[src/rtl/fwd_hazard_ctrl_pkg.sv]
`default_nettype none
// ============================================================================
//  Module   : fwd_hazard_ctrl_pkg
//  Purpose  : Shared pipeline types for the forwarding / hazard controller:
//             forwarding select codes, hazard FSM states, the x0 index.
//  Revision : 1.0  initial release
// ============================================================================
package fwd_hazard_ctrl_pkg;

    // Select code per source slot, consumed by the EX operand muxes.
    typedef enum logic [1:0] {
        FWD_RF    = 2'b00,  // register file
        FWD_EXMEM = 2'b01,  // EX/MEM ALU result
        FWD_MEMWB = 2'b10,  // MEM/WB write data
        FWD_WB    = 2'b11   // WB write-through
    } fwd_sel_e;

    typedef enum logic [1:0] {
        RUN    = 2'd0,
        BUBBLE = 2'd1,
        WAIT   = 2'd2
    } hz_state_e;

    // x0 is hardwired to zero: it never forwards and never stalls.
    localparam logic [4:0] REG_ZERO = 5'd0;

endpackage
`default_nettype wire

[src/rtl/fwd_hazard_ctrl_if.sv]
`default_nettype none
// ============================================================================
//  Module   : fwd_hazard_ctrl_if
//  Purpose  : Pipeline-side bundle of the forwarding / hazard controller.
//  Ports    : ID sources, EX/MEM/WB destinations + write enables, load flag,
//             dmem handshake, flush in; fwd_sel, stall, bubble, freeze out.
//             master = pipeline side, slave = controller side.
//  Revision : 1.0  initial release
// ============================================================================
interface fwd_hazard_ctrl_if #(
    parameter int NUM_SRC    = 2,
    parameter int REG_ADDR_W = 5
);
    logic                          i_id_valid;
    logic [NUM_SRC*REG_ADDR_W-1:0] i_id_rs;
    logic [NUM_SRC-1:0]            i_id_rs_used;
    logic [REG_ADDR_W-1:0]         i_ex_rd;
    logic [REG_ADDR_W-1:0]         i_mem_rd;
    logic [REG_ADDR_W-1:0]         i_wb_rd;
    logic                          i_ex_reg_write;
    logic                          i_mem_reg_write;
    logic                          i_wb_reg_write;
    logic                          i_ex_mem_read;
    logic                          i_dmem_req;
    logic                          i_dmem_ready;
    logic                          i_flush;
    logic [NUM_SRC*2-1:0]          o_fwd_sel;
    logic                          o_stall_id;
    logic                          o_bubble_ex;
    logic                          o_freeze;

    modport master (
        output i_id_valid, i_id_rs, i_id_rs_used, i_ex_rd, i_mem_rd, i_wb_rd,
               i_ex_reg_write, i_mem_reg_write, i_wb_reg_write, i_ex_mem_read,
               i_dmem_req, i_dmem_ready, i_flush,
        input  o_fwd_sel, o_stall_id, o_bubble_ex, o_freeze
    );

    modport slave (
        input  i_id_valid, i_id_rs, i_id_rs_used, i_ex_rd, i_mem_rd, i_wb_rd,
               i_ex_reg_write, i_mem_reg_write, i_wb_reg_write, i_ex_mem_read,
               i_dmem_req, i_dmem_ready, i_flush,
        output o_fwd_sel, o_stall_id, o_bubble_ex, o_freeze
    );
endinterface
`default_nettype wire

[src/rtl/fwd_hazard_ctrl_match.sv]
`default_nettype none
// ============================================================================
//  Module   : fwd_match
//  Purpose  : Per-slot forwarding match and priority encoder.
//  Ports    : one source index + used flag, EX/MEM/WB rd + write enables,
//             EX load flag in; next select code and load-use flag out.
//  Revision : 1.0  initial release
// ============================================================================
module fwd_match
    import fwd_hazard_ctrl_pkg::*;
#(
    parameter int REG_ADDR_W = 5
) (
    input  wire logic                  i_id_valid,
    input  wire logic                  i_rs_used,
    input  wire logic [REG_ADDR_W-1:0] i_rs,
    input  wire logic [REG_ADDR_W-1:0] i_ex_rd,
    input  wire logic                  i_ex_reg_write,
    input  wire logic                  i_ex_mem_read,
    input  wire logic [REG_ADDR_W-1:0] i_mem_rd,
    input  wire logic                  i_mem_reg_write,
    input  wire logic [REG_ADDR_W-1:0] i_wb_rd,
    input  wire logic                  i_wb_reg_write,
    output logic [1:0]                 o_sel,
    output logic                       o_load_use
);
    localparam logic [REG_ADDR_W-1:0] c_ZERO = REG_ADDR_W'(REG_ZERO);

    logic w_live;
    logic w_hit_ex;
    logic w_hit_mem;
    logic w_hit_wb;

    assign w_live    = i_id_valid & i_rs_used;
    assign w_hit_ex  = w_live & i_ex_reg_write  & (i_ex_rd  != c_ZERO) & (i_ex_rd  == i_rs);
    assign w_hit_mem = w_live & i_mem_reg_write & (i_mem_rd != c_ZERO) & (i_mem_rd == i_rs);
    assign w_hit_wb  = w_live & i_wb_reg_write  & (i_wb_rd  != c_ZERO) & (i_wb_rd  == i_rs);

    // Youngest producer wins.
    always_comb begin
        o_sel = FWD_RF;
        if (w_hit_ex)       o_sel = FWD_EXMEM;
        else if (w_hit_mem) o_sel = FWD_MEMWB;
        else if (w_hit_wb)  o_sel = FWD_WB;
    end

    assign o_load_use = w_hit_ex & i_ex_mem_read;

endmodule
`default_nettype wire

[src/rtl/fwd_hazard_ctrl.sv]
`default_nettype none
// ============================================================================
//  Module   : fwd_hazard_ctrl
//  Purpose  : Forwarding and hazard controller for the 5-stage RV32 pipeline.
//             Resolves forwarding in ID, registers per-slot selects into
//             ID/EX, inserts load-use bubbles and freezes on dmem waits.
//  Ports    : i_clk, i_rst (sync, active high), bus (fwd_hazard_ctrl_if.slave)
//             Optional (FWD_HAZARD_PERF_EN): o_perf_bubbles, o_perf_freeze,
//             o_perf_fwd 32-bit wrapping event counters.
//  Revision : 1.0  initial release
// ============================================================================
module fwd_hazard_ctrl
    import fwd_hazard_ctrl_pkg::*;
#(
    parameter int NUM_SRC      = 2,
    parameter int REG_ADDR_W   = 5,
    parameter int LOAD_BUBBLES = 1
) (
    input  wire logic         i_clk,
    input  wire logic         i_rst,
    fwd_hazard_ctrl_if.slave  bus
`ifdef FWD_HAZARD_PERF_EN
    ,
    output logic [31:0]       o_perf_bubbles,
    output logic [31:0]       o_perf_freeze,
    output logic [31:0]       o_perf_fwd
`endif
);
    localparam logic [1:0] c_ST_RUN    = RUN;
    localparam logic [1:0] c_ST_BUBBLE = BUBBLE;
    localparam logic [1:0] c_ST_WAIT   = WAIT;
    localparam logic [1:0] c_CNT_INIT  = 2'(LOAD_BUBBLES - 1);

    logic [1:0]           r_state;
    logic [1:0]           r_cnt;
    logic [NUM_SRC*2-1:0] r_fwd_sel;
    logic [NUM_SRC*2-1:0] w_sel_next;
    logic [NUM_SRC-1:0]   w_load_use;
    logic                 w_hazard;
    logic                 w_mem_wait;
    logic                 w_stall;
    logic                 w_bubble;
    logic                 w_freeze;

    generate
        for (genvar k = 0; k < NUM_SRC; k++) begin : g_slot
            fwd_match #(.REG_ADDR_W(REG_ADDR_W)) u_match (
                .i_id_valid      (bus.i_id_valid),
                .i_rs_used       (bus.i_id_rs_used[k]),
                .i_rs            (bus.i_id_rs[k*REG_ADDR_W +: REG_ADDR_W]),
                .i_ex_rd         (bus.i_ex_rd),
                .i_ex_reg_write  (bus.i_ex_reg_write),
                .i_ex_mem_read   (bus.i_ex_mem_read),
                .i_mem_rd        (bus.i_mem_rd),
                .i_mem_reg_write (bus.i_mem_reg_write),
                .i_wb_rd         (bus.i_wb_rd),
                .i_wb_reg_write  (bus.i_wb_reg_write),
                .o_sel           (w_sel_next[k*2 +: 2]),
                .o_load_use      (w_load_use[k])
            );
        end
    endgenerate

    assign w_hazard   = |w_load_use;
    assign w_mem_wait = bus.i_dmem_req & ~bus.i_dmem_ready;

    // Memory wait outranks flush, flush outranks load-use. A flush while
    // bubbling aborts the bubble in the same cycle.
    always_comb begin
        w_stall  = 1'b0;
        w_bubble = 1'b0;
        w_freeze = 1'b0;
        if (!i_rst) begin
            case (r_state)
                c_ST_RUN: begin
                    if (w_mem_wait) begin
                        w_freeze = 1'b1;
                    end else if (!bus.i_flush && w_hazard) begin
                        w_stall  = 1'b1;
                        w_bubble = 1'b1;
                    end
                end
                c_ST_BUBBLE: begin
                    if (w_mem_wait) begin
                        w_freeze = 1'b1;
                    end else if (!bus.i_flush) begin
                        w_stall  = 1'b1;
                        w_bubble = 1'b1;
                    end
                end
                c_ST_WAIT: w_freeze = ~bus.i_dmem_ready;
                default: ;
            endcase
        end
    end

    always_ff @(posedge i_clk) begin
        if (i_rst) begin
            r_state   <= c_ST_RUN;
            r_cnt     <= 2'd0;
            r_fwd_sel <= '0;
        end else begin
            case (r_state)
                c_ST_RUN: begin
                    if (w_mem_wait) begin
                        r_state <= c_ST_WAIT;
                    end else if (bus.i_flush) begin
                        r_fwd_sel <= '0;
                    end else if (w_hazard) begin
                        r_fwd_sel <= '0;
                        if (LOAD_BUBBLES > 1) begin
                            r_cnt   <= c_CNT_INIT;
                            r_state <= c_ST_BUBBLE;
                        end
                    end else begin
                        r_fwd_sel <= w_sel_next;
                    end
                end
                c_ST_BUBBLE: begin
                    if (w_mem_wait) begin
                        r_state <= c_ST_WAIT;       // counter kept for resume
                    end else if (bus.i_flush) begin
                        r_state   <= c_ST_RUN;
                        r_cnt     <= 2'd0;
                        r_fwd_sel <= '0;
                    end else begin
                        r_fwd_sel <= '0;
                        r_cnt     <= r_cnt - 2'd1;
                        if (r_cnt == 2'd1) r_state <= c_ST_RUN;
                    end
                end
                c_ST_WAIT: begin
                    if (bus.i_dmem_ready)
                        r_state <= (r_cnt != 2'd0) ? c_ST_BUBBLE : c_ST_RUN;
                end
                default: r_state <= c_ST_RUN;
            endcase
        end
    end

    assign bus.o_fwd_sel   = r_fwd_sel;
    assign bus.o_stall_id  = w_stall;
    assign bus.o_bubble_ex = w_bubble;
    assign bus.o_freeze    = w_freeze;

`ifdef FWD_HAZARD_PERF_EN
    logic [31:0] r_perf_bubbles;
    logic [31:0] r_perf_freeze;
    logic [31:0] r_perf_fwd;

    always_ff @(posedge i_clk) begin
        if (i_rst) begin
            r_perf_bubbles <= 32'd0;
            r_perf_freeze  <= 32'd0;
            r_perf_fwd     <= 32'd0;
        end else begin
            if (w_bubble)    r_perf_bubbles <= r_perf_bubbles + 32'd1;
            if (w_freeze)    r_perf_freeze  <= r_perf_freeze + 32'd1;
            if (|w_sel_next) r_perf_fwd     <= r_perf_fwd + 32'd1;
        end
    end

    assign o_perf_bubbles = r_perf_bubbles;
    assign o_perf_freeze  = r_perf_freeze;
    assign o_perf_fwd     = r_perf_fwd;
`else
    // Counters are not built in this configuration.
`endif

endmodule
`default_nettype wire

[src/flat_wrapper.sv]
// flat-port wrapper written by rule: the top's interface ports become plain ports
module fwd_hazard_ctrl_flat import fwd_hazard_ctrl_pkg::*;
#(
    parameter int NUM_SRC      = 2,
    parameter int REG_ADDR_W   = 5,
    parameter int LOAD_BUBBLES = 1
)
  (i_clk, i_rst, bus_i_id_valid, bus_i_id_rs, bus_i_id_rs_used, bus_i_ex_rd, bus_i_mem_rd, bus_i_wb_rd, bus_i_ex_reg_write, bus_i_mem_reg_write, bus_i_wb_reg_write, bus_i_ex_mem_read, bus_i_dmem_req, bus_i_dmem_ready, bus_i_flush, bus_o_fwd_sel, bus_o_stall_id, bus_o_bubble_ex, bus_o_freeze);
  fwd_hazard_ctrl_if #(.NUM_SRC(NUM_SRC), .REG_ADDR_W(REG_ADDR_W)) bus_i ();
  input  wire logic i_clk;
  input  wire logic i_rst;
  input wire logic [$bits(bus_i.i_id_valid)-1:0] bus_i_id_valid;
  input wire logic [$bits(bus_i.i_id_rs)-1:0] bus_i_id_rs;
  input wire logic [$bits(bus_i.i_id_rs_used)-1:0] bus_i_id_rs_used;
  input wire logic [$bits(bus_i.i_ex_rd)-1:0] bus_i_ex_rd;
  input wire logic [$bits(bus_i.i_mem_rd)-1:0] bus_i_mem_rd;
  input wire logic [$bits(bus_i.i_wb_rd)-1:0] bus_i_wb_rd;
  input wire logic [$bits(bus_i.i_ex_reg_write)-1:0] bus_i_ex_reg_write;
  input wire logic [$bits(bus_i.i_mem_reg_write)-1:0] bus_i_mem_reg_write;
  input wire logic [$bits(bus_i.i_wb_reg_write)-1:0] bus_i_wb_reg_write;
  input wire logic [$bits(bus_i.i_ex_mem_read)-1:0] bus_i_ex_mem_read;
  input wire logic [$bits(bus_i.i_dmem_req)-1:0] bus_i_dmem_req;
  input wire logic [$bits(bus_i.i_dmem_ready)-1:0] bus_i_dmem_ready;
  input wire logic [$bits(bus_i.i_flush)-1:0] bus_i_flush;
  output wire logic [$bits(bus_i.o_fwd_sel)-1:0] bus_o_fwd_sel;
  output wire logic [$bits(bus_i.o_stall_id)-1:0] bus_o_stall_id;
  output wire logic [$bits(bus_i.o_bubble_ex)-1:0] bus_o_bubble_ex;
  output wire logic [$bits(bus_i.o_freeze)-1:0] bus_o_freeze;
  assign bus_i.i_id_valid = bus_i_id_valid;
  assign bus_i.i_id_rs = bus_i_id_rs;
  assign bus_i.i_id_rs_used = bus_i_id_rs_used;
  assign bus_i.i_ex_rd = bus_i_ex_rd;
  assign bus_i.i_mem_rd = bus_i_mem_rd;
  assign bus_i.i_wb_rd = bus_i_wb_rd;
  assign bus_i.i_ex_reg_write = bus_i_ex_reg_write;
  assign bus_i.i_mem_reg_write = bus_i_mem_reg_write;
  assign bus_i.i_wb_reg_write = bus_i_wb_reg_write;
  assign bus_i.i_ex_mem_read = bus_i_ex_mem_read;
  assign bus_i.i_dmem_req = bus_i_dmem_req;
  assign bus_i.i_dmem_ready = bus_i_dmem_ready;
  assign bus_i.i_flush = bus_i_flush;
  assign bus_o_fwd_sel = bus_i.o_fwd_sel;
  assign bus_o_stall_id = bus_i.o_stall_id;
  assign bus_o_bubble_ex = bus_i.o_bubble_ex;
  assign bus_o_freeze = bus_i.o_freeze;
  fwd_hazard_ctrl #(.NUM_SRC(NUM_SRC), .REG_ADDR_W(REG_ADDR_W), .LOAD_BUBBLES(LOAD_BUBBLES)) u_core (.i_clk(i_clk), .i_rst(i_rst), .bus(bus_i));
endmodule
[config.mk]
export PLATFORM = sky130hd
export DESIGN_NAME = fwd_hazard_ctrl_flat
export DESIGN_NICKNAME = d
export VERILOG_FILES = /design/src/rtl/fwd_hazard_ctrl_pkg.sv /design/src/rtl/fwd_hazard_ctrl_if.sv /design/src/rtl/fwd_hazard_ctrl_match.sv /design/src/rtl/fwd_hazard_ctrl.sv /design/src/flat_wrapper.sv
export SDC_FILE = /design/constraint.sdc
export NUM_CORES = 1
export LEC_CHECK = 0
export CORE_AREA = 8 8 54 56
export CTS_CLUSTER_DIAMETER = 120
export CTS_CLUSTER_SIZE = 14
export DETAILED_ROUTE_END_ITERATION = 8
export DIE_AREA = 0 0 62 64
export PLACE_DENSITY = 0.88
export SYNTH_ARGS = -nofsm -noshare
export SYNTH_HDL_FRONTEND = slang
export SYNTH_SLANG_ARGS = --single-unit
[constraint.sdc]
create_clock -name i_clk -period 3.85 [get_ports i_clk]
set_input_delay 0.5775 -clock i_clk [delete_from_list [all_inputs] [get_ports i_clk]]
set_output_delay 0.5775 -clock i_clk [all_outputs]
set_load 0.05 [all_outputs]
# Word level (Yosys, flattened, before mapping)

Index checks and enable logic that the tools add are counted.

Bits in registers: 8
Bits of input ports: 37
Output and inout bits: 7
Logic and storage cells: 84

Add/subtract/negate cells: 1
Equality and inequality tests: 14
Muxes and demuxes: 28
Bitwise operators: 25
Reduce and logical (&&, ||, !) cells: 13

Operator list:

| kind                  | number |
|---|---|
| $eq A5 B5 Y1          | 6 |
| $mux W2               | 12 |
| $and A1 B1 Y1         | 23 |
| $mux W4               | 4 |
| $reduce_bool A5 Y1    | 3 |
| $mux W1               | 8 |
| $pmux W4 S2           | 1 |
| $ne A2 B2 Y1 const B  | 3 |
| $pmux W2 S3           | 1 |
| $reduce_and A3 Y1     | 2 |
| $eq A2 B1 Y1 const B  | 2 |
| $ne A4 B2 Y1 const B  | 1 |
| $pmux W1 S2           | 2 |
| $reduce_bool A2 Y1    | 2 |
| $reduce_or A2 Y1      | 2 |
| $eq A2 B2 Y1 const B  | 1 |
| $logic_not A2 Y1      | 1 |
| $ne A2 B1 Y1 const B  | 1 |
| $not A1 Y1            | 2 |
| $reduce_and A2 Y1     | 1 |
| $sub A2 B1 Y2 const B | 1 |
| $logic_and A1 B1 Y1   | 1 |
| $logic_not A1 Y1      | 1 |

# Logic depth before layout (Yosys ltp)

Gate-level depths: netlist of the first run.

Depth after elaboration: 11
Mapped depth: 6
Mapped depth without buffers: 5

# Modules after synthesis

From an unflattened synthesis of the first run, not the netlist that was laid out.

Cells, all modules: 121
Area total of the unflattened synthesis: 928.4 um^2

By module, submodules not included:

| module          | times used | cells each | area an instance (um^2) | sequential area each (um^2) |
|---|---|---|---|---|
| fwd_match       | 2          | 35         | 242.7                   | 0.0 |
| fwd_hazard_ctrl | 1          | 51         | 442.9                   | 160.2 |

# Least setup slack after synthesis of the first run

Ideal clock, no wire load.

Kind: input-to-output
Start: input port bus_i_id_rs[0]
End: output port bus_o_stall_id
Arrival time: 2.386 ns
Required time: 3.273 ns
Setup slack: 0.887 ns
Stages on the path: 6
Path buffers: 1
Path through: xnor2_1 -> nand4_1 -> nor3_1 -> o21ai_0 -> a21oi_1 -> buf_4

Cells in the longest elaborated chain, start to end: 9

Ends and longest elaborated chain:

| what                 | line                        | RTL |
|---|---|---|
| from (decl)          | flat_wrapper.sv:13          | `input wire logic [$bits(bus_i.i_id_rs)-1:0] bus_i_id_rs;` |
| $eq A5 B5 Y1         | fwd_hazard_ctrl_match.sv:35 | `assign w_hit_ex = w_live & i_ex_reg_write & (i_ex_rd != c_ZERO) & (i_ex_rd == i_rs);` |
| $and A1 B1 Y1        | fwd_hazard_ctrl_match.sv:35 |  |
| $and A1 B1 Y1        | fwd_hazard_ctrl_match.sv:47 | `assign o_load_use = w_hit_ex & i_ex_mem_read;` |
| $reduce_or A2 Y1     | fwd_hazard_ctrl.sv:64       | `assign w_hazard = \|w_load_use;` |
| $logic_and A1 B1 Y1  | fwd_hazard_ctrl.sv:78       | `end else if (!bus.i_flush && w_hazard) begin` |
| $mux W1 (2 in a row) | n/a                         |  |
| $pmux W1 S2          | n/a                         |  |
| $mux W1              | n/a                         |  |
| to (decl)            | flat_wrapper.sv:26          | `output wire logic [$bits(bus_i.o_stall_id)-1:0] bus_o_stall_id;` |

Every way passes these cells.

# Worst setup path in the final report of the first run

Start: input port bus_i_ex_rd[0]
End: output port bus_o_stall_id

Cells in the longest elaborated chain, start to end: 10
Elaborated cells on any way between the ends: 15
Those cells by class: eq/ne (2); mux (4); bitwise (6); reduce/logical (3)

Ends and longest elaborated chain:

| what                       | line                        | RTL |
|---|---|---|
| from (decl)                | flat_wrapper.sv:15          | `input wire logic [$bits(bus_i.i_ex_rd)-1:0] bus_i_ex_rd;` |
| $reduce_bool A5 Y1         | fwd_hazard_ctrl_match.sv:35 |  |
| $and A1 B1 Y1 (2 in a row) | fwd_hazard_ctrl_match.sv:35 |  |
| $and A1 B1 Y1              | fwd_hazard_ctrl_match.sv:47 |  |
| $reduce_or A2 Y1 (*)       | fwd_hazard_ctrl.sv:64       |  |
| $logic_and A1 B1 Y1 (*)    | fwd_hazard_ctrl.sv:78       |  |
| $mux W1 (*)                | fwd_hazard_ctrl.sv:78       |  |
| $mux W1 (*)                | fwd_hazard_ctrl.sv:76       | `if (w_mem_wait) begin` |
| $pmux W1 S2 (*)            | fwd_hazard_ctrl.sv:74       | `case (r_state)` |
| $mux W1 (*)                | fwd_hazard_ctrl.sv:73       | `if (!i_rst) begin` |

Every way passes the cells marked *; elsewhere a longest branch is shown, timed or not.

==> reports/results.txt, run 1 <==
Outcome: complete, no violations
Pins Over Slew Limit: 0
CP Class: input pin to primary output
Multi-input gate area: 604.3 µm²
IO buf count: 43
H-Tree Depth: 1
Clock Sinks: 8
Initial DRC Count: 22
Resized Gates After CTS: 0
Diodes inserted: 0
Bufs and invs on worst path: 2
Max clock buf depth: 2
Beginning of the critical path: bus_i_ex_rd[0]
CORE AREA: 0.002106 mm²
Crit path cell chain: clkdlybuf4s50_1, or4_1, o21ai_2, nor3_1, o21ai_0, a21oi_1, buf_4
Pre-CTS setup slack: 0.8815 ns
CTS tree: built
Maxcap violations: 0
Syn Nets: 143
Post-synth top area cell: xnor2_1
I/O Pins: 44
Syn Inst Count: 104
Hold_ws: 0.4596 ns
Drt first pass iters: 4
Final wirelength: 2394 µm
Crit path largest cell delay: 0.56 ns
Drt wl/cell: 13.53 µm
Final core occ: 60.31%
RSZ-0062 raised after global routing: false
Final worst path period need: 2.959 ns
Sw Share: 27.34%
Routed Antenna Nets: 0
Worst Tran Pin Value: 0.4953 ns
Post-detail-place hpwl: 2215 µm
Final Cycle Share: 76.85%
Fmax achieved: 338.0 MHz
Logic gate share of total power: 39.8%
Tot GR Track Use: 12.64%
Leak Pwr: 0.4096 nW
Clk Latency, worst-skew pair: 0.25 ns
Synth top area share: 28.66%
Max-slew headroom: 66.88%
Hold Fails Final Rpt: 0
Std cell rows: 17
Die H: 64 µm
Worst Clk Skew: 0.001459 ns
Sequential share of power: 34.7%
CP required: 3.27 ns
Root Buffer: clkbuf_4
Flip-flop and latch area: 160.2 µm²
Die width: 62 µm
Setup TNS Final: 0 ns
Largest net degree at the start of global routing: 8
Initial Util: 37.73%
Setup Fix Bufs, Post-CTS: 0
CP delay by family, top: buffers and inverters
P per Cell Area: 191.0 mW/mm²
Total Die Area: 0.003968 mm²
Share of layout cells above drive strength 1: 4.027%
Worst Hold Class: flip-flop to flip-flop
Number of global-route vias before repair: 1020
Synth Register Bits: 8
Critical path's slowest cell: or4_1
Initial antenna violation count: 0
Via count: 911
Startpoint types: input pin
Layout area overhead: 59.84%
# setup viols final: 0
Final Net Count: 190
Peak supply drop: 0.0001369 V
Final GP Congestion: 0.9181
Setup ws final: 0.8915 ns
Yosys warns: 0
Largest cells by area after synthesis: xnor2_1 29%, dfxtp_1 20%, nand4_1 5.5%
DR vias/cell: 5.147
Post-route DRC: 0
Number of distinct library cells after synthesis: 22
Post-Synthesis Cell Area: 794.5 µm²
Worst r2r src: u_core.r_state[1]
P_int: 0.1762 mW
Congestion Overflow GR: 0
Clk pin slew, worst setup/hold paths: 0.05 ns
Register area share after synthesis: 20.16%
CTS Hold Buffers Added: 0
Critical path arrival: 2.38 ns
Psw: 0.06633 mW
Largest fanout on the critical path: 3
Hold Startpoint: u_core.r_cnt[1]
Fillers: 194
Clk pwr share: 25.5%
Critical Path End Type: primary output
First-pass GRT wire length: 4022 µm
Syn_area_per_cell: 7.640 µm²
CTS Buf Count: 3
-- path summary, 6_finish.rpt --
check	depth (start not counted)	end	slack, ns
setup / recovery	7	bus_o_stall_id	0.89
hold / removal	2	u_core.r_cnt[1]	0.46
setup reg to reg	4	u_core.bus.o_fwd_sel[1]	2.54
hold reg to reg	2	u_core.r_cnt[1]	0.46
-- per-stage QoR --
step           instances  total power, mW  cell area [µm²]
5_1_grt              177           0.2586             1270
6_report             177           0.2426             1270
4_1_cts              177           0.2463             1270
3_5_place_dp         174           0.1829             1247
3_3_place_gp         174           0.1809             1247
2_1_floorplan        104           0.1254            794.5
-- state kept, by name (all words and copies together), names as in the netlist --
name,flops
u_core.r_cnt,2
u_core.r_state,2
u_core.bus.o_fwd_sel,4
-- worst min-delay path, stage by stage, from the launching register on --
cell and delay, ns:
dfxtp_1 0.31, nand2_1 0.05, a21oi_1 0.05
-- per-layer routing --
| layer | wire, µm | vias to the layer above | global-route usage, % |
|---|---|---|---|
| met5 | 0 | - | 0 |
| met4 | 6 | 0 | 4.558 |
| met1 | 958 | 410 | 13.10 |
| met3 | 265 | 2 | 4.600 |
| li1 | - | 461 | - |
| met2 | 1164 | 38 | 22.12 |
-- synth_stat cells, drive strengths merged --
cell   count
ha         2
dfxtp      8
o22ai      1
a21oi      7
or3        3
mux2i      1
buf        1
or4        5
a211o      1
nand4      7
inv        6
nor3       4
nor4       3
nand2     10
o21ai      6
nor2b      1
nor2       4
xnor2     26
o31ai      2
nand3      2
xor2       4
-- cell type report --
| cell class | count | area share, % |
|---|---|---|
| clock buffers | 3 | 1.773 |
| inverters | 6 | 1.773 |
| repair buffers | 43 | 33.50 |
| well taps | 28 | 2.759 |
| flip-flops and latches | 8 | 12.61 |
| multi-input cells | 89 | 47.59 |
-- power groups by stage --
stage / registers [mW] / logic [mW] / clock network [mW]
2_1_floorplan: 0.0860 / 0.0394 / 0
3_3_place_gp: 0.0857 / 0.0952 / 0
3_5_place_dp: 0.0858 / 0.0971 / 0
4_1_cts: 0.0841 / 0.0972 / 0.0650
5_1_grt: 0.0840 / 0.105 / 0.0695
6_report: 0.0841 / 0.0966 / 0.0619
-- logic make-up (layout without fill, tap and decap cells) --
logic type / after synthesis / in the layout / synth area share [%]
DFF: 8 / 8 / 20.16
AOI/OAI and AO/OA: 17 / 17 / 12.44
and+or+nand+nor: 39 / 39 / 26.14
buffers and inverters: 7 / 52 / 3.780
xor gates and xnor gates: 30 / 30 / 33.07
muxes: 1 / 1 / 1.260
adders and majority gates: 2 / 2 / 3.149
-- cell usage in the layout (no fill, tap or decap), types with 3 or more instances in the layout --
master and count:
or3_1 3, xnor2_1 26, clkdlybuf4s50_1 41, nand2_1 10, xor2_1 4, clkbuf_4 3, inv_1 6, nor4_1 3
nor2_1 4, o21ai_0 5, nor3_1 4, dfxtp_1 8, a21oi_1 7, nand4_1 7, or4_1 5
(Power assumes the default switching activity.)
==> inputs of run 2 (changes only) <==
--- a/config.mk
+++ b/config.mk
@@ -5,12 +5,12 @@
 export SDC_FILE = /design/constraint.sdc
 export NUM_CORES = 1
 export LEC_CHECK = 0
-export CORE_AREA = 8 8 54 56
+export CORE_AREA = 8 8 58 60
 export CTS_CLUSTER_DIAMETER = 120
 export CTS_CLUSTER_SIZE = 14
 export DETAILED_ROUTE_END_ITERATION = 8
-export DIE_AREA = 0 0 62 64
-export PLACE_DENSITY = 0.88
+export DIE_AREA = 0 0 66 68
+export PLACE_DENSITY = 0.8
 export SYNTH_ARGS = -nofsm -noshare
 export SYNTH_HDL_FRONTEND = slang
 export SYNTH_SLANG_ARGS = --single-unit
==> constraint.sdc (replaced) <==
create_clock -name i_clk -period 2.65 [get_ports i_clk]
set_input_delay 0.3975 -clock i_clk [delete_from_list [all_inputs] [get_ports i_clk]]
set_output_delay 0.3975 -clock i_clk [all_outputs]
set_load 0.05 [all_outputs]
==> reports/results.txt, run 2 (synthesis results as in run 1) <==
Diodes inserted: 0
Final worst path period need: 2.543 ns
Clk Latency, worst-skew pair: 0.25 ns
Worst r2r src: u_core.r_state[1]
Largest net degree at the start of global routing: 8
CP Class: input pin to primary output
Total power: 0.3650 mW
Hold Startpoint: u_core.r_cnt[1]
Final Cycle Share: 95.95%
Initial DRC Count: 20
Final GP Congestion: 0.8547
CTS tree: built
H-Tree Depth: 1
Share of layout cells above drive strength 1: 11.80%
Largest fanout on the critical path: 3
CTS Hold Buffers Added: 0
Congestion Overflow GR: 0
Drt first pass iters: 4
Initial Util: 30.95%
DR vias/cell: 5.021
R2R Setup Slk: 1.36 ns
Pins Over Slew Limit: 0
I/O Pins: 44
Clk pwr share: 24.5%
Die width: 66 µm
Crit path cell chain: clkdlybuf4s50_1, or4_1, o21ai_2, nor3_1, o21ai_0, a21oi_1, buf_4, buf_12
Commonest non-fill, non-tap cells in the layout: 40 x clkdlybuf4s50_1, 26 x xnor2_1, 13 x buf_4, 10 x nand2_1, 8 x dfxtp_1
Total Die Area: 0.004488 mm²
Die H: 68 µm
CTS Buf Count: 3
Worst Tran Pin Value: 0.5034 ns
Clk pin slew, worst setup/hold paths: 0.06 ns
Critical path's slowest cell: or4_1
Worst hold endpoint: u_core.r_cnt[1]
Sw Share: 27.47%
Psw: 0.1002 mW
Layout area overhead: 74.49%
Post-route DRC: 0
CORE AREA: 0.002567 mm²
Post-detail-place hpwl: 2369 µm
Max clock buf depth: 2
Worst R2R Path Depth: 4
Dpl cell area: 0.001364 mm²
Bufs and invs on worst path: 3
Max-slew headroom: 66.34%
Startpoint types: input pin
Hold_ws: 0.4557 ns
Final Net Count: 202
Via count: 964
Setup TNS Final: 0 ns
# setup viols final: 0
P per Cell Area: 263.3 mW/mm²
Initial antenna violation count: 0
Max reg flops: 4
First-pass GRT wire length: 4257 µm
Clock Sinks: 8
Worst Hold Class: flip-flop to flip-flop
Routed Antenna Nets: 0
Setup Fix Bufs, Post-CTS: 0
Logic gate share of total power: 42.1%
P_int: 0.2647 mW
Maxcap violations: 0
Critical Path End Type: primary output
Number of global-route vias before repair: 1073
Std cell rows: 19
Commonest non-fill, non-tap cell in the layout: clkdlybuf4s50_1
Hold Fails Final Rpt: 0
Worst Clk Skew: 0.008918 ns
Fin area: 0.001386 mm²
Resized Gates After CTS: 0
Crit path largest cell delay: 0.53 ns
RSZ-0062 raised after global routing: false
R2r endpoint: u_core.bus.o_fwd_sel[3]
Leak Pwr: 0.4763 nW
Final wirelength: 2574 µm
Fmax achieved: 393.3 MHz
CP delay by family, top: buffers and inverters
Critical path arrival: 2.15 ns
Sequential share of power: 33.5%
Peak supply drop: 0.0001908 V
Outcome: complete, no violations
Root Buffer: clkbuf_4
Fillers: 246
IO buf count: 43
Tot GR Track Use: 11.79%
Hold Path Depth: 2
CP required: 2.25 ns
Drt wl/cell: 13.41 µm
[run 2: cell count changes in the layout (fill, tap and decap cells not counted)]
cell / previous run / this run
buf_4: 2 / 13
buf_12: 0 / 2
clkdlybuf4s50_1: 41 / 40
[run 2: metal layers]
layer  share of wire [%]  track usage (%)
met3                 8.6            3.928
met4                 1.0            3.200
met1                  44            12.38
met5                   0                0
met2                  46            22.05
[run 2: power groups by stage]
stage / Combinational (mW) / Sequential [mW] / Clock [mW]
CTS: 0.154 / 0.122 / 0.0924
finish: 0.153 / 0.122 / 0.0894
global placement: 0.149 / 0.125 / 0
floorplan: 0.0572 / 0.125 / 0
detailed placement: 0.154 / 0.125 / 0
global route: 0.164 / 0.122 / 0.101
[run 2: worst max-delay path by stage]
stage	depth (start not counted)	start	slack [ns]	endpoint
3_3_place_gp	8	bus_i_ex_rd[0]	0.13	bus_o_stall_id
6_report	8	bus_i_ex_rd[0]	0.11	bus_o_stall_id
4_1_cts	8	bus_i_ex_rd[0]	0.09	bus_o_stall_id
2_1_floorplan	6	bus_i_id_rs[0]	0.05	bus_o_stall_id
5_1_grt	8	bus_i_id_rs[3]	0.02	bus_o_bubble_ex
3_5_place_dp	8	bus_i_ex_rd[0]	0.09	bus_o_stall_id
[run 2: cell type report]
cell class / instances / area (µm²) / area share [%]
Multi-Input combinational cell: 89 / 604.3 / 43.59
Timing Repair Buffer: 55 / 538.0 / 38.81
Sequential cell: 8 / 160.2 / 11.55
Tap cell: 31 / 38.79 / 2.798
Clock buffer: 3 / 22.52 / 1.625
Inverter: 6 / 22.52 / 1.625
[run 2: tightest hold or removal path: cells and delay by family, from the launching register on]
| kind | cells | cell delay [ns] |
|---|---|---|
| compound gates | 1 | 0.05 |
| flops | 1 | 0.31 |
| simple gates | 1 | 0.05 |
[run 2: stage by stage]
step           std cells  worst slack, ns  util, %
5_1_grt              192          0.01755    54.00
6_report             192           0.1072    54.00
3_5_place_dp         189          0.09208    53.12
3_3_place_gp         189           0.1267    53.12
4_1_cts              192          0.08855    54.00
2_1_floorplan        104          0.04689        -
==> inputs of run 3 (changes only) <==
--- a/config.mk
+++ b/config.mk
@@ -5,12 +5,15 @@
 export SDC_FILE = /design/constraint.sdc
 export NUM_CORES = 1
 export LEC_CHECK = 0
-export CORE_AREA = 8 8 58 60
+export CELL_PAD_IN_SITES_DETAIL_PLACEMENT = 1
+export CELL_PAD_IN_SITES_GLOBAL_PLACEMENT = 2
+export CORE_AREA = 8 8 63 65
 export CTS_CLUSTER_DIAMETER = 120
 export CTS_CLUSTER_SIZE = 14
 export DETAILED_ROUTE_END_ITERATION = 8
-export DIE_AREA = 0 0 66 68
-export PLACE_DENSITY = 0.8
+export DIE_AREA = 0 0 71 73
+export DONT_BUFFER_PORTS = 1
+export PLACE_DENSITY = 0.77
 export SYNTH_ARGS = -nofsm -noshare
 export SYNTH_HDL_FRONTEND = slang
 export SYNTH_SLANG_ARGS = --single-unit
==> constraint.sdc (replaced) <==
create_clock -name i_clk -period 2.1 [get_ports i_clk]
set_input_delay 0.315 -clock i_clk [delete_from_list [all_inputs] [get_ports i_clk]]
set_output_delay 0.315 -clock i_clk [all_outputs]
set_load 0.05 [all_outputs]
==> reports/results.txt, run 3 (synthesis results as in run 1) <==
Outcome: complete, no violations
Congestion Overflow GR: 0
I/O Pins: 44
Initial DRC Count: 17
Setup Fix Bufs, Post-CTS: 0
Worst Clk Skew: 0.009940 ns
Drt wl/cell: 17.35 µm
Clk Latency, worst-skew pair: 0.26 ns
Final Cycle Share: 94.02%
IO buf count: 0
Worst Tran Pin Value: 0.5348 ns
Drt first pass iters: 2
Total Die Area: 0.005183 mm²
Maxcap violations: 0
Logic gate share of total power: 23.1%
Crit path largest cell delay: 0.53 ns
CORE AREA: 0.002953 mm²
Initial antenna violation count: 0
CTS Hold Buffers Added: 0
Dpl cells: 138
CP delay by family, top: simple AND/OR/NAND/NOR gates
CP required: 1.78 ns
Post-route DRC: 0
Finished Layout Cells: 141
Fmax achieved: 506.5 MHz
Worst Hold Class: input pin to flip-flop
Setup TNS Final: 0 ns
Max clock buf depth: 2
Commonest non-fill, non-tap cells in the layout: 26 x xnor2_1, 10 x nand2_1, 8 x dfxtp_1, 7 x nand4_1
Number of global-route vias before repair: 878
Diodes inserted: 0
P per Cell Area: 403.6 mW/mm²
Hold Fails Final Rpt: 0
Root Buffer: clkbuf_4
Sw Share: 25.55%
Resized Gates After CTS: 0
Max reg flops: 4
DR vias/cell: 5.496
Post-detail-place hpwl: 2239 µm
RSZ-0062 raised after global routing: false
Initial Util: 26.91%
Std cell rows: 20
Critical Path End Type: primary output
Share of layout cells above drive strength 1: 6.481%
Via count: 775
Die width: 71 µm
Crit path cell chain: or4_1, o21ai_2, nor3_1, o21ai_1, a21oi_4, buf_12
Routed Antenna Nets: 0
Clock Sinks: 8
Final GP Congestion: 0.7264
Final worst path period need: 1.974 ns
Pins Over Slew Limit: 0
# setup viols final: 0
Tot GR Track Use: 9.624%
Critical path arrival: 1.66 ns
Critical path's slowest cell: or4_1
Final wirelength: 2446 µm
Clk pwr share: 33.8%
Psw: 0.09172 mW
Pre-CTS setup slack: 0.1313 ns
Bufs and invs on worst path: 1
Final Net Count: 149
Sequential share of power: 43.1%
Hold_ws: 0.1138 ns
First-pass GRT wire length: 4008 µm
Layout area overhead: 11.97%
Commonest non-fill, non-tap cell in the layout: xnor2_1
R2R Setup Slk: 0.80 ns
Largest net degree at the start of global routing: 8
P_int: 0.2673 mW
Clk pin slew, worst setup/hold paths: 0.06 ns
Largest fanout on the critical path: 3
CTS tree: built
Leak Pwr: 0.2543 nW
Max-slew headroom: 64.30%
CP Class: input pin to primary output
CTS Buf Count: 3
H-Tree Depth: 1
Peak supply drop: 0.0001128 V
Startpoint types: input pin
Die H: 73 µm
Setup ws final: 0.1255 ns
[run 3: changes by cell type in the layout (fill, tap and decap cells not counted), sizes merged]
cell and delta:
clkdlybuf4s50 -40, buf -13
[run 3: power groups by stage]
stage | Sequential (mW) | Clock [mW] | Combinational [mW]
2_1_floorplan | 0.158 | 0 | 0.0728
3_3_place_gp | 0.158 | 0 | 0.0825
3_5_place_dp | 0.158 | 0 | 0.0836
4_1_cts | 0.155 | 0.128 | 0.0841
5_1_grt | 0.155 | 0.132 | 0.0929
6_report | 0.155 | 0.121 | 0.0829
[run 3: worst paths after layout]
path	end	depth (start not counted)	start
max reg2reg	u_core.bus.o_fwd_sel[1]	4	u_core.r_state[1]
min reg2reg	u_core.r_cnt[1]	2	u_core.r_cnt[1]
min	u_core.r_cnt[1]	1	i_rst
max	bus_o_stall_id	6	bus_i_ex_rd[0]
[run 3: per-stage QoR]
step           util [%]  cell area [µm²]  power [mW]
3_3_place_gp      29.36            867.1      0.2404
2_1_floorplan         -            805.8      0.2306
3_5_place_dp      29.36            867.1      0.2416
6_report          30.13            889.6      0.3590
4_1_cts           30.13            889.6      0.3668
5_1_grt           30.13            889.6      0.3796
[run 3: routing by layer]
metal	GRT usage (%)	up-vias	share of wire (%)
met5	0	-	0
met4	4.850	0	1.4
met3	4.533	4	14
met2	17.20	39	46
met1	9.077	351	39
li1	-	381	-
[run 3: cell type report]
type	count	area, µm²
inverter	6	22.52
clock buffer	3	22.52
multi-input combinational	89	615.6
timing repair buffer	2	27.53
fill	376	2063
sequential	8	160.2
tap	33	41.29
